### src/rtl/seg_scan_hex.sv
// seg_scan_hex: multiplexed 7-seg hex scanner, frame-latched digit data.
// Leading-zero blanking is built only when SEG_SCAN_LZB_EN is defined.
module seg_scan_hex #(
  parameter int DIGITS         = 6,
  parameter int CLK_DIV        = 50000,
  parameter int BLANK_CYC      = 500,
  parameter int SEL_ACTIVE_LOW = 1,
  parameter int SEG_ACTIVE_LOW = 1
) (
  input  logic                sys_clk,
  input  logic                sys_rst,
  input  logic                en,
  input  logic [4*DIGITS-1:0] data,
  input  logic [DIGITS-1:0]   dp,
  input  logic                blank_lz,
  output logic [DIGITS-1:0]   seg_sel,
  output logic [7:0]          seg_led,
  output logic                frame_done
);

  localparam int PW = (CLK_DIV > 1) ? $clog2(CLK_DIV) : 1;
  localparam int IW = (DIGITS > 1) ? $clog2(DIGITS) : 1;

  localparam logic [PW-1:0] CNT_LAST = PW'(CLK_DIV - 1);
  localparam logic [PW-1:0] BLANK_V  = PW'(BLANK_CYC);
  localparam logic [IW-1:0] IDX_LAST = IW'(DIGITS - 1);

  localparam logic [DIGITS-1:0] SEL_OFF =
    (SEL_ACTIVE_LOW != 0) ? {DIGITS{1'b1}} : {DIGITS{1'b0}};
  localparam logic [7:0] SEG_OFF =
    (SEG_ACTIVE_LOW != 0) ? 8'hFF : 8'h00;

  logic [PW-1:0]       cnt;
  logic [IW-1:0]       idx;
  logic                active;
  logic [4*DIGITS-1:0] sh_data;
  logic [DIGITS-1:0]   sh_dp;
  logic                sh_lz;

  logic                tick;
  logic                wrap;
  logic                start;
  logic                cap;

  logic [4*DIGITS-1:0] src_data;
  logic [DIGITS-1:0]   src_dp;
  logic                src_lz;
  logic [DIGITS-1:0]   lz_mask;

  logic [3:0]          nib;
  logic                cur_dp;
  logic                cur_lz;
  logic                on;
  logic [DIGITS-1:0]   sel_nxt;
  logic [7:0]          seg_nxt;

  function automatic logic [6:0] font(input logic [3:0] n);
    logic [6:0] f;
    case (n)
      4'h0:    f = 7'h3F;
      4'h1:    f = 7'h06;
      4'h2:    f = 7'h5B;
      4'h3:    f = 7'h4F;
      4'h4:    f = 7'h66;
      4'h5:    f = 7'h6D;
      4'h6:    f = 7'h7D;
      4'h7:    f = 7'h07;
      4'h8:    f = 7'h7F;
      4'h9:    f = 7'h6F;
      4'hA:    f = 7'h77;
      4'hB:    f = 7'h7C;
      4'hC:    f = 7'h39;
      4'hD:    f = 7'h5E;
      4'hE:    f = 7'h79;
      default: f = 7'h71;
    endcase
    return f;
  endfunction

  // Slot/frame boundaries and the capture strobe
  always_comb begin
    tick  = (cnt == CNT_LAST);
    wrap  = tick && (idx == IDX_LAST);
    start = en && !active;
    cap   = start || (en && wrap);
  end

  // Prescaler and digit index; disable parks both at zero
  always_ff @(posedge sys_clk or posedge sys_rst) begin
    if (sys_rst) begin
      cnt    <= '0;
      idx    <= '0;
      active <= 1'b0;
    end else if (!en) begin
      cnt    <= '0;
      idx    <= '0;
      active <= 1'b0;
    end else begin
      active <= 1'b1;
      if (tick) begin
        cnt <= '0;
        idx <= (idx == IDX_LAST) ? '0 : idx + 1'b1;
      end else begin
        cnt <= cnt + 1'b1;
      end
    end
  end

  // Frame shadows reload only at frame start, never mid-frame
  always_ff @(posedge sys_clk or posedge sys_rst) begin
    if (sys_rst) begin
      sh_data <= '0;
      sh_dp   <= '0;
      sh_lz   <= 1'b0;
    end else if (cap) begin
      sh_data <= data;
      sh_dp   <= dp;
      sh_lz   <= blank_lz;
    end
  end

  // On the enable-start edge the shadows are stale, so show live inputs
  always_comb begin
    src_data = start ? data : sh_data;
    src_dp   = start ? dp : sh_dp;
    src_lz   = start ? blank_lz : sh_lz;
  end

`ifdef SEG_SCAN_LZB_EN
  logic zrun;

  // Flag digits inside the zero run that starts at the top digit
  always_comb begin
    zrun    = src_lz;
    lz_mask = '0;
    for (int k = DIGITS - 1; k >= 1; k--) begin
      zrun       = zrun && (src_data[4*k +: 4] == 4'h0);
      lz_mask[k] = zrun;
    end
  end
`else
  logic lz_unused;
  assign lz_unused = src_lz;
  assign lz_mask   = '0;
`endif

  // Pick the current digit and build active-high select/segments
  always_comb begin
    nib     = 4'h0;
    cur_dp  = 1'b0;
    cur_lz  = 1'b0;
    sel_nxt = '0;
    seg_nxt = 8'h00;
    on      = en && (cnt >= BLANK_V);
    for (int k = 0; k < DIGITS; k++) begin
      if (idx == IW'(k)) begin
        nib        = src_data[4*k +: 4];
        cur_dp     = src_dp[k];
        cur_lz     = lz_mask[k];
        sel_nxt[k] = on;
      end
    end
    if (on) begin
      seg_nxt = {cur_dp, cur_lz ? 7'h00 : font(nib)};
    end
  end

  // Output registers; polarity applied here only
  always_ff @(posedge sys_clk or posedge sys_rst) begin
    if (sys_rst) begin
      seg_sel    <= SEL_OFF;
      seg_led    <= SEG_OFF;
      frame_done <= 1'b0;
    end else begin
      seg_sel    <= sel_nxt ^ SEL_OFF;
      seg_led    <= seg_nxt ^ SEG_OFF;
      frame_done <= cap;
    end
  end

endmodule

### config.mk
export PLATFORM = sky130hd
export DESIGN_NAME = seg_scan_hex
export DESIGN_NICKNAME = d
export VERILOG_FILES = /design/src/rtl/seg_scan_hex.sv
export SDC_FILE = /design/constraint.sdc
export NUM_CORES = 1
export LEC_CHECK = 0
export CORE_ASPECT_RATIO = 0.5
export CORE_UTILIZATION = 40
export CTS_CLUSTER_DIAMETER = 120
export CTS_CLUSTER_SIZE = 25
export DETAILED_ROUTE_END_ITERATION = 16
export GPL_ROUTABILITY_DRIVEN = 1
export SYNTH_ARGS = -nofsm -noshare
export SYNTH_HDL_FRONTEND = slang
export SYNTH_SLANG_ARGS = --single-unit
### constraint.sdc
create_clock -name sys_clk -period 3.75 [get_ports sys_clk]
set_clock_uncertainty 0.2 [all_clocks]
set_input_delay 0.5625 -clock sys_clk [delete_from_list [all_inputs] [get_ports sys_clk]]
set_output_delay 0.5625 -clock sys_clk [all_outputs]
set_load 0.03 [all_outputs]
# After elaboration in Yosys (flattened, before gate mapping)
# Memory sizes are Yosys's and may differ from the RTL's.
# Index checks and enable logic that the tools add are counted.
# classes
magnitude_cmp,1
bitwise_logic,2
n_reduce_logical,7
mux,27
n_addsub,2
eq_ne,7
# op_table
cell,count
2-to-1 mux 16 bit,2
2-to-1 mux 24 bit,1
2-to-1 mux 4 bit,6
adder 16 x 1 -> 16 bit (second input constant),1
equality test 16 bit (second input constant),1
>= comparator 16 x 9 -> 1 bit (second input constant),1
2-to-1 mux 1 bit,13
2-to-1 mux 3 bit,3
2-to-1 mux 8 bit,1
inverter 8 bit,1
equality test 3 x 2 -> 1 bit (second input constant),2
equality test 3 bit (second input constant),2
2-to-1 mux 6 bit,1
inverter 6 bit,1
logical AND 1 bit,4
adder 3 x 1 -> 3 bit (second input constant),1
equality test 3 x 1 -> 1 bit (second input constant),1
zero test 3 bit,1
!= test 2 x 1 -> 1 bit (second input constant),1
zero test 1 bit,1
logical OR 1 bit,1
# totals
regBits,65
wordCells,55
memories,1
inputBits,34
mem_bits_ro,112
out_inout_bits,15
# memory_table
memory,words,width,read_ports,rd_ports_with_merged_regs,write_ports,line_no,text
(no name shown),16,7,1,0,0,59,case (n)

# Depth between registers and ports, before layout
# Gate-level depths: netlist of run 1.
# An unclocked memory read counts as a cell.
# depth
ltp_word,12
ltp_mapped,14
mapped_depth_nobuf,11

# Worst setup path before layout of run 1
# OpenSTA, ideal clock, no wires.
# synth_path
path_type,reg-to-reg
from,register idx[0]
to,register seg_led[1]
arrival_time_ns,2.604
setup_ns,0.084
stages_incl_launch_ff,12
synth_period_minus_slack_ns,2.888
slack_ns,0.862
path_cell_list,dfrtp_1 -> buf_2 -> buf_2 -> and2_1 -> ha_1 -> or2_2 -> a31oi_1 -> a221oi_1 -> a221oi_4 -> inv_1 -> ha_1 -> a221o_1
# synth_between
elab_chain_cells,10
word_cells_on_any_way,15
classes_between,eq/ne (5); mux (7); bitwise (1); reduce/logical (1); memory (1)
# synth_rtl
element,line_no,text
"start, declared",34,logic [IW-1:0] idx;
"start signal, assigned",102,idx <= (idx == IDX_LAST) ? '0 : idx + 1'b1;
zero test 3 bit,156,if (idx == IW'(k)) begin
2-to-1 mux 4 bit (5 in series),156,
2-to-1 mux 4 bit *,156,
memory (16 x 7 bit) *,-,
2-to-1 mux 8 bit *,163,if (on) begin
inverter 8 bit (no line) *,-,
"end signal, assigned",176,seg_led <= seg_nxt ^ SEG_OFF;
"end, declared",17,"output logic [7:0] seg_led,"
# Mark *: on every way between the ends. The rest lies on a longest branch, timed or not.
# A chain may end at the register's enable or synchronous reset.

# Worst setup path after layout of run 1
# layout_path
from,register idx[1]
to,register seg_led[3]
# The elaborated chain is that of the path after synthesis.

==> run_results.csv, run 1 <==
group,metric,value,unit
floorplanning,coreArea,8170,µm²
synth,synth_top_area_share,37.0,%
grt,met3_usage,6.38,%
cts,post_cts_resized,0,
placement,dp_hpwl,5320,µm
sta,finalHoldViolCount,0,
grt,grt_max_degree,51,
sta,relSlewSlack,31.5,%
pwr,p_per_area,418,nW/µm²
sta,rsz0062_at_grt,"false",
grt,grt-ovfl-total,0,
grt,grt-busiest-layer,"met2",
synth,ys_seq_area_share,47.7,%
min_path,hp-class,"reg2reg",
cts,tritoncts,"yes",
synth,ys.flop_type,"dfrtp_1",
synth,ys_warn_count,0,
synth,synth.avg_cell_area,10.7,µm²
sta,drv_slew,0,
critical_path,regToRegStartpoint,"idx[1]",
synth,async_flop_share,100,%
grt,first_global_vias,2637,
floorplanning,initial_core_util,42.2,%
floorplanning,die_w,133,µm
run,maxCapViolations,0,
placement,dpl-instance-area,4030,µm²
detailed_routing,antenna_left,0,
critical_path,reg2reg_slack,0.58,ns
cts,htreeDepth,3,
grt,grt_first_pass_wirelength,12600,µm
detailed_routing,vias,2558,
layout,multiInputGateArea,1660,µm²
layout,layout-area-overhead-vs-synth,24.9,%
detailed_routing,drt-total-wl,7620,µm
detailed_routing,drc,0,
critical_path,path_class,"reg2reg",
pwr,irDropWorstVdd,0.265,mV
sta,tns,0,ns
sta,period_needed,3.17,ns
outcome,outcome,"completed",
critical_path,critPathArrivalTime,3.22,ns
cts,clk_pin_slew,0.05,ns
detailed_routing,vias_per_cell,5.22,
sta,fmax,0.315,GHz
cts,cts.sinks,65,
grt,grtUsageMet1,21.9,%
min_path,whs_path_depth,1,
layout,diodes,0,
cts,clock_latency,0.33,ns
cts,max-clock-path-buffers,2,
detailed_routing,drtIter0Drc,109,
floorplanning,dieHeight,67.6,µm
min_path,min_to,"sh_dp[0]",
floorplanning,fp-row-count,23,
critical_path,timing.rr.end,"seg_led[3]",
critical_path,ff2ff_path_depth,11,
critical_path,critPathLaunchType,"register",
sta,timing.final.crit_share,84.6,%
cts,cts_inserted_buffers,9,
min_path,min-delay-start,"sh_dp[0]",
grt,track_usage,18.6,%
pwr,power_leakage,1.82,nW
sta,setup_viol,0,
detailed_routing,drt_first_pass_iters,4,
detailed_routing,avgRoutedWirePerCell,15.5,µm
critical_path,required,3.79,ns
floorplanning,design.die.area,9010,µm²
sta,worst_slew_pin_slew,1.03,ns
synth,synth_top_area_cell,"dfrtp_1",
layout,stdcell_area,4310,µm²
critical_path,critPathMaxFanout,16,
synth,syn_inst,321,
layout,fillers,744,
cts,cts_setup_buffers,0,
layout,final_layout_size_suffix_gt1_share,20.6,%
synth,synth_nets,364,
synth,ys_seq_elements,65,
synth,synth_area,3450,µm²
layout,seq_area,1640,µm²
synth,synth_cell_types,46,
placement,io_buffers,47,
placement,gp_congestion,0.866,
cts,cts_root_buffer,"clkbuf_16",
synth,synth_area_leaders,"dfrtp_1 (37%), dfstp_2 (11%), mux2_2 (10%)",
synth,synth_enable_flop_cells,0,
grt,grt_use_met2,32.2,%
layout,nNetsFinal,416,
cts,hold_buffers,0,
critical_path,critPathCaptureType,"register",
floorplanning,ioPinCount,49,
grt,antenna_found_initial,0,
## layout by cell type, fill, tap and decap left out, types with 7 or more instances in the layout
cell	n
mux2i_1	17
o21ai_0	8
mux2_2	32
clkdlybuf4s50_1	47
nand2_1	45
buf_4	9
nor3_1	8
dfstp_2	14
xnor2_1	7
nor2_1	24
xor2_1	8
ha_1	9
nand3_1	10
clkbuf_16	9
dfrtp_1	51
inv_1	11
## cells in the mapped netlist (all sizes together) (3+ instances only)
cell type	count
nand4	3
ha	9
a211oi	3
a21oi	5
buf	11
nand2	45
o21ai	9
mux2	32
nand3	10
and2	3
xor2	8
nand2b	3
a31oi	4
mux2i	17
xnor2	7
clkbuf	4
nor2	25
nor3	8
o32ai	3
dfrtp	51
and3	5
nor4	4
inv	12
dfstp	14
a221oi	4
## worst max path at each step
stage                      end  slack [ns]    from
floorplan           seg_led[1]        0.86  idx[0]
global placement    seg_led[3]        0.35      en
finish              seg_led[3]        0.58  idx[1]
global route        seg_led[3]        0.37  idx[1]
detailed placement  seg_led[3]        0.31      en
CTS                 seg_led[3]        0.59  idx[1]
## worst max-delay path, cell delays in order (launching register included)
cell	delay, ns
dfrtp_1	0.54
and2_1	0.23
ha_1	0.27
or2_2	0.37
a31oi_1	0.16
a221oi_1	0.13
a221oi_4	0.29
inv_1	0.16
ha_1	0.33
mux2i_1	0.15
nor3_1	0.07
a31oi_1	0.18
## area by class of cell
cell class,instances,area share (%)
clock buffers,13,6.04
clock inverters,3,0.349
inverters,12,1.05
multi-input cells,229,38.6
flip-flops and latches,65,38.2
well taps,112,3.25
repair buffers,56,12.5
## metal layers
layer | vias to the layer above | part of all wire (%)
met5 | - | 0
met4 | 0 | 1.2
met3 | 9 | 5.6
met2 | 53 | 49
met1 | 1252 | 44
li1 | 1244 | -
## flip-flops by register name, summed over array words and instances, names as in the netlist
| name | count |
|---|---|
| active | 1 |
| idx | 3 |
| seg_led | 8 |
| sh_dp | 6 |
| cnt | 16 |
| frame_done | 1 |
| sh_data | 24 |
| seg_sel | 6 |
## cells by family (layout without fill, tap and decap cells)
| logic type | Yosys count | in the layout | synth area share, % |
|---|---|---|---|
| AND/OR/NAND/NOR | 116 | 116 | 15.9 |
| buffers and inverters | 27 | 84 | 4.03 |
| adder cells (fa/ha/maj) | 9 | 9 | 3.27 |
| multiplexers | 51 | 51 | 16.7 |
| flip-flops | 65 | 65 | 47.7 |
| AO/OA/AOI/OAI | 38 | 38 | 8.53 |
| XOR/XNOR | 15 | 15 | 3.81 |
## where the power goes
group	leakage, nW	switching (W)	internal [W]
clock network	0.139	0.000281	0.000479
registers	0.787	0.0000275	0.000755
logic	0.889	0.000124	0.000132
## per-stage QoR
step	hold WS (ns)	util, %	worst slack, ns	instances	power, W
final	0.297	52.7	0.576	490	0.00180
after detailed placement	0.289	49.3	0.312	474	0.00105
after global placement	0.273	49.3	0.347	474	0.00103
after floorplan	0.255	-	0.862	321	0.000965
after CTS	0.301	52.7	0.590	490	0.00182
after global routing	0.316	52.7	0.372	490	0.00188
Note: power is estimated with default switching activity, not from simulation.
==> inputs of run 2 (changes only) <==
==> constraint.sdc (replaced) <==
create_clock -name sys_clk -period 3 [get_ports sys_clk]
set_clock_uncertainty 0.2 [all_clocks]
set_input_delay 0.45 -clock sys_clk [delete_from_list [all_inputs] [get_ports sys_clk]]
set_output_delay 0.45 -clock sys_clk [all_outputs]
set_load 0.03 [all_outputs]
==> run_results.csv, run 2 (same netlist as run 1, synthesis figures left out) <==
group,metric,value,unit
sta,rsz0062_at_grt,"false",
pwr,irDropWorstVdd,0.326,mV
sta,setup_viol,0,
layout,finalNonFillerCells,506,
run,maxCapViolations,0,
min_path,hp-class,"reg2reg",
sta,fmax,0.352,GHz
detailed_routing,vias,2610,
sta,timing.final.crit_share,94.6,%
detailed_routing,drtIter0Drc,82,
placement,io_buffers,47,
sta,relSlewSlack,57.4,%
placement,dpl-instance-area,4180,µm²
critical_path,critPathArrivalTime,2.90,ns
grt,grt_max_degree,39,
placement,dp_hpwl,5680,µm
detailed_routing,vias_per_cell,5.16,
critical_path,critPathLaunchType,"primary input",
critical_path,ff2ff_path_depth,11,
cts,clk_pin_slew,0.05,ns
cts,tritoncts,"yes",
sta,finalHoldViolCount,0,
layout,final_cell_mix,"dfrtp_1 (51), clkdlybuf4s50_1 (47), nand2_1 (44)",
layout,fillers,743,
floorplanning,initial_core_util,42.2,%
layout,layout-area-overhead-vs-synth,29.7,%
critical_path,cp_cell_sequence,"clkdlybuf4s50_1 > and2b_4 > buf_4 > buf_4 > mux2i_1 > o32ai_1 > a221oi_2 > nor2_4 > a211oi_1 > a311o_1",
detailed_routing,antenna_left,0,
critical_path,required,3.07,ns
grt,antenna_found_initial,0,
pwr,power_leakage,1.90,nW
grt,first_global_vias,2677,
layout,diodes,0,
layout,final_common_cell,"dfrtp_1",
critical_path,crit_family,"compound AO/OA/AOI/OAI gates",
grt,track_usage,18.7,%
detailed_routing,drc,0,
floorplanning,fp-row-count,23,
detailed_routing,drt-total-wl,7600,µm
critical_path,cp.buffers_inverters,3,
cts,cts_root_buffer,"clkbuf_16",
sta,period_needed,2.84,ns
detailed_routing,drt_first_pass_iters,4,
placement,gp_congestion,0.841,
critical_path,path_class,"in2reg",
layout,largest_reg_flops,24,
grt,grt_first_pass_wirelength,12700,µm
sta,drv_slew,0,
cts,clock_latency,0.33,ns
floorplanning,die_w,133,µm
sta,worst_slew_pin_slew,0.633,ns
floorplanning,coreArea,8170,µm²
critical_path,critical_path.most_common_cell,"buf_4",
layout,multiInputGateArea,1690,µm²
cts,max-clock-path-buffers,2,
cts,cts_inserted_buffers,9,
critical_path,crit_path_max_incr_delay,0.54,ns
critical_path,critPathSlowestCell,"clkdlybuf4s50_1",
sta,setup_ws,0.161,ns
grt,grt-ovfl-total,0,
critical_path,path_depth,10,
layout,seq_area,1640,µm²
layout,final_layout_size_suffix_gt1_share,24.1,%
critical_path,critPathMaxFanout,9,
critical_path,critPathCaptureType,"register",
cts,htreeDepth,3,
layout,reg.largest.list,"sh_data x24, cnt x16, seg_led x8",
layout,nNetsFinal,432,
cts,cts_setup_buffers,0,
layout,stdcell_area,4470,µm²
floorplanning,design.die.area,9010,µm²
placement,dpl_worst_slack,-0.186,ns
placement,dp.cells,490,
outcome,outcome,"completed",
floorplanning,dieHeight,67.6,µm
layout,regMostFlops,"sh_data",
pwr,p_per_area,510,nW/µm²
floorplanning,ioPinCount,49,
cts,cts.sinks,65,
min_path,whs_path_depth,1,
detailed_routing,avgRoutedWirePerCell,15.0,µm
-- run 2: metal layers --
layer / global-route usage (%) / routed length (µm) / share of wire, %
met5: 0 / 0 / 0
met1: 22.3 / 3500 / 46
met2: 32.2 / 3720 / 49
met4: 7.67 / 110 / 1.4
met3: 5.56 / 280 / 3.7
-- run 2: path summary, 6_finish.rpt --
check                           slack, ns    endpoint     from
worst max-delay path                 0.16  seg_led[4]       en
worst min-delay path                 0.29      cnt[0]   cnt[0]
worst max register to register       0.27  seg_led[3]   idx[0]
worst min register to register       0.29      cnt[0]   cnt[0]
max in group asynchronous            1.63  seg_sel[0]  sys_rst
min in group asynchronous            0.31    sh_dp[2]  sys_rst
-- run 2: worst register-to-register path, delay by kind of cell, from the launching register on --
kind	cells	cell delay, ns
adders and majority gates	2	0.51
buffers and inverters	1	0.11
DFF	1	0.40
and+or+nand+nor	3	0.56
muxes	1	0.16
AOI/OAI and AO/OA	4	0.70
-- run 2: layout make-up --
cell class / count / area share (%)
sequential: 65 / 36.8
multi-input combinational: 229 / 37.7
tap: 112 / 3.14
timing repair buffer: 72 / 15.3
clock buffer: 16 / 6.08
inverter: 12 / 1.01
-- run 2: metrics by stage --
step                setup TNS [ns]  utilization, %  total power (W)  hold slack [ns]
floorplan                        0               -          0.00121            0.255
global placement            -0.621            51.1          0.00132            0.280
detailed placement          -0.994            51.1          0.00133            0.279
CTS                              0            54.4          0.00230            0.286
global route                     0            54.7          0.00238            0.321
finish                           0            54.7          0.00228            0.286
-- run 2: timing repair --
item                       in CTS  in global routing
gates resized for setup         0                  4
setup endpoints to repair       0                  4
hold buffers                    0                  0
-- run 2: power breakdown --
group | internal (W) | switching, W
registers | 0.000944 | 0.0000348
clock network | 0.000605 | 0.000347
logic | 0.000186 | 0.000161
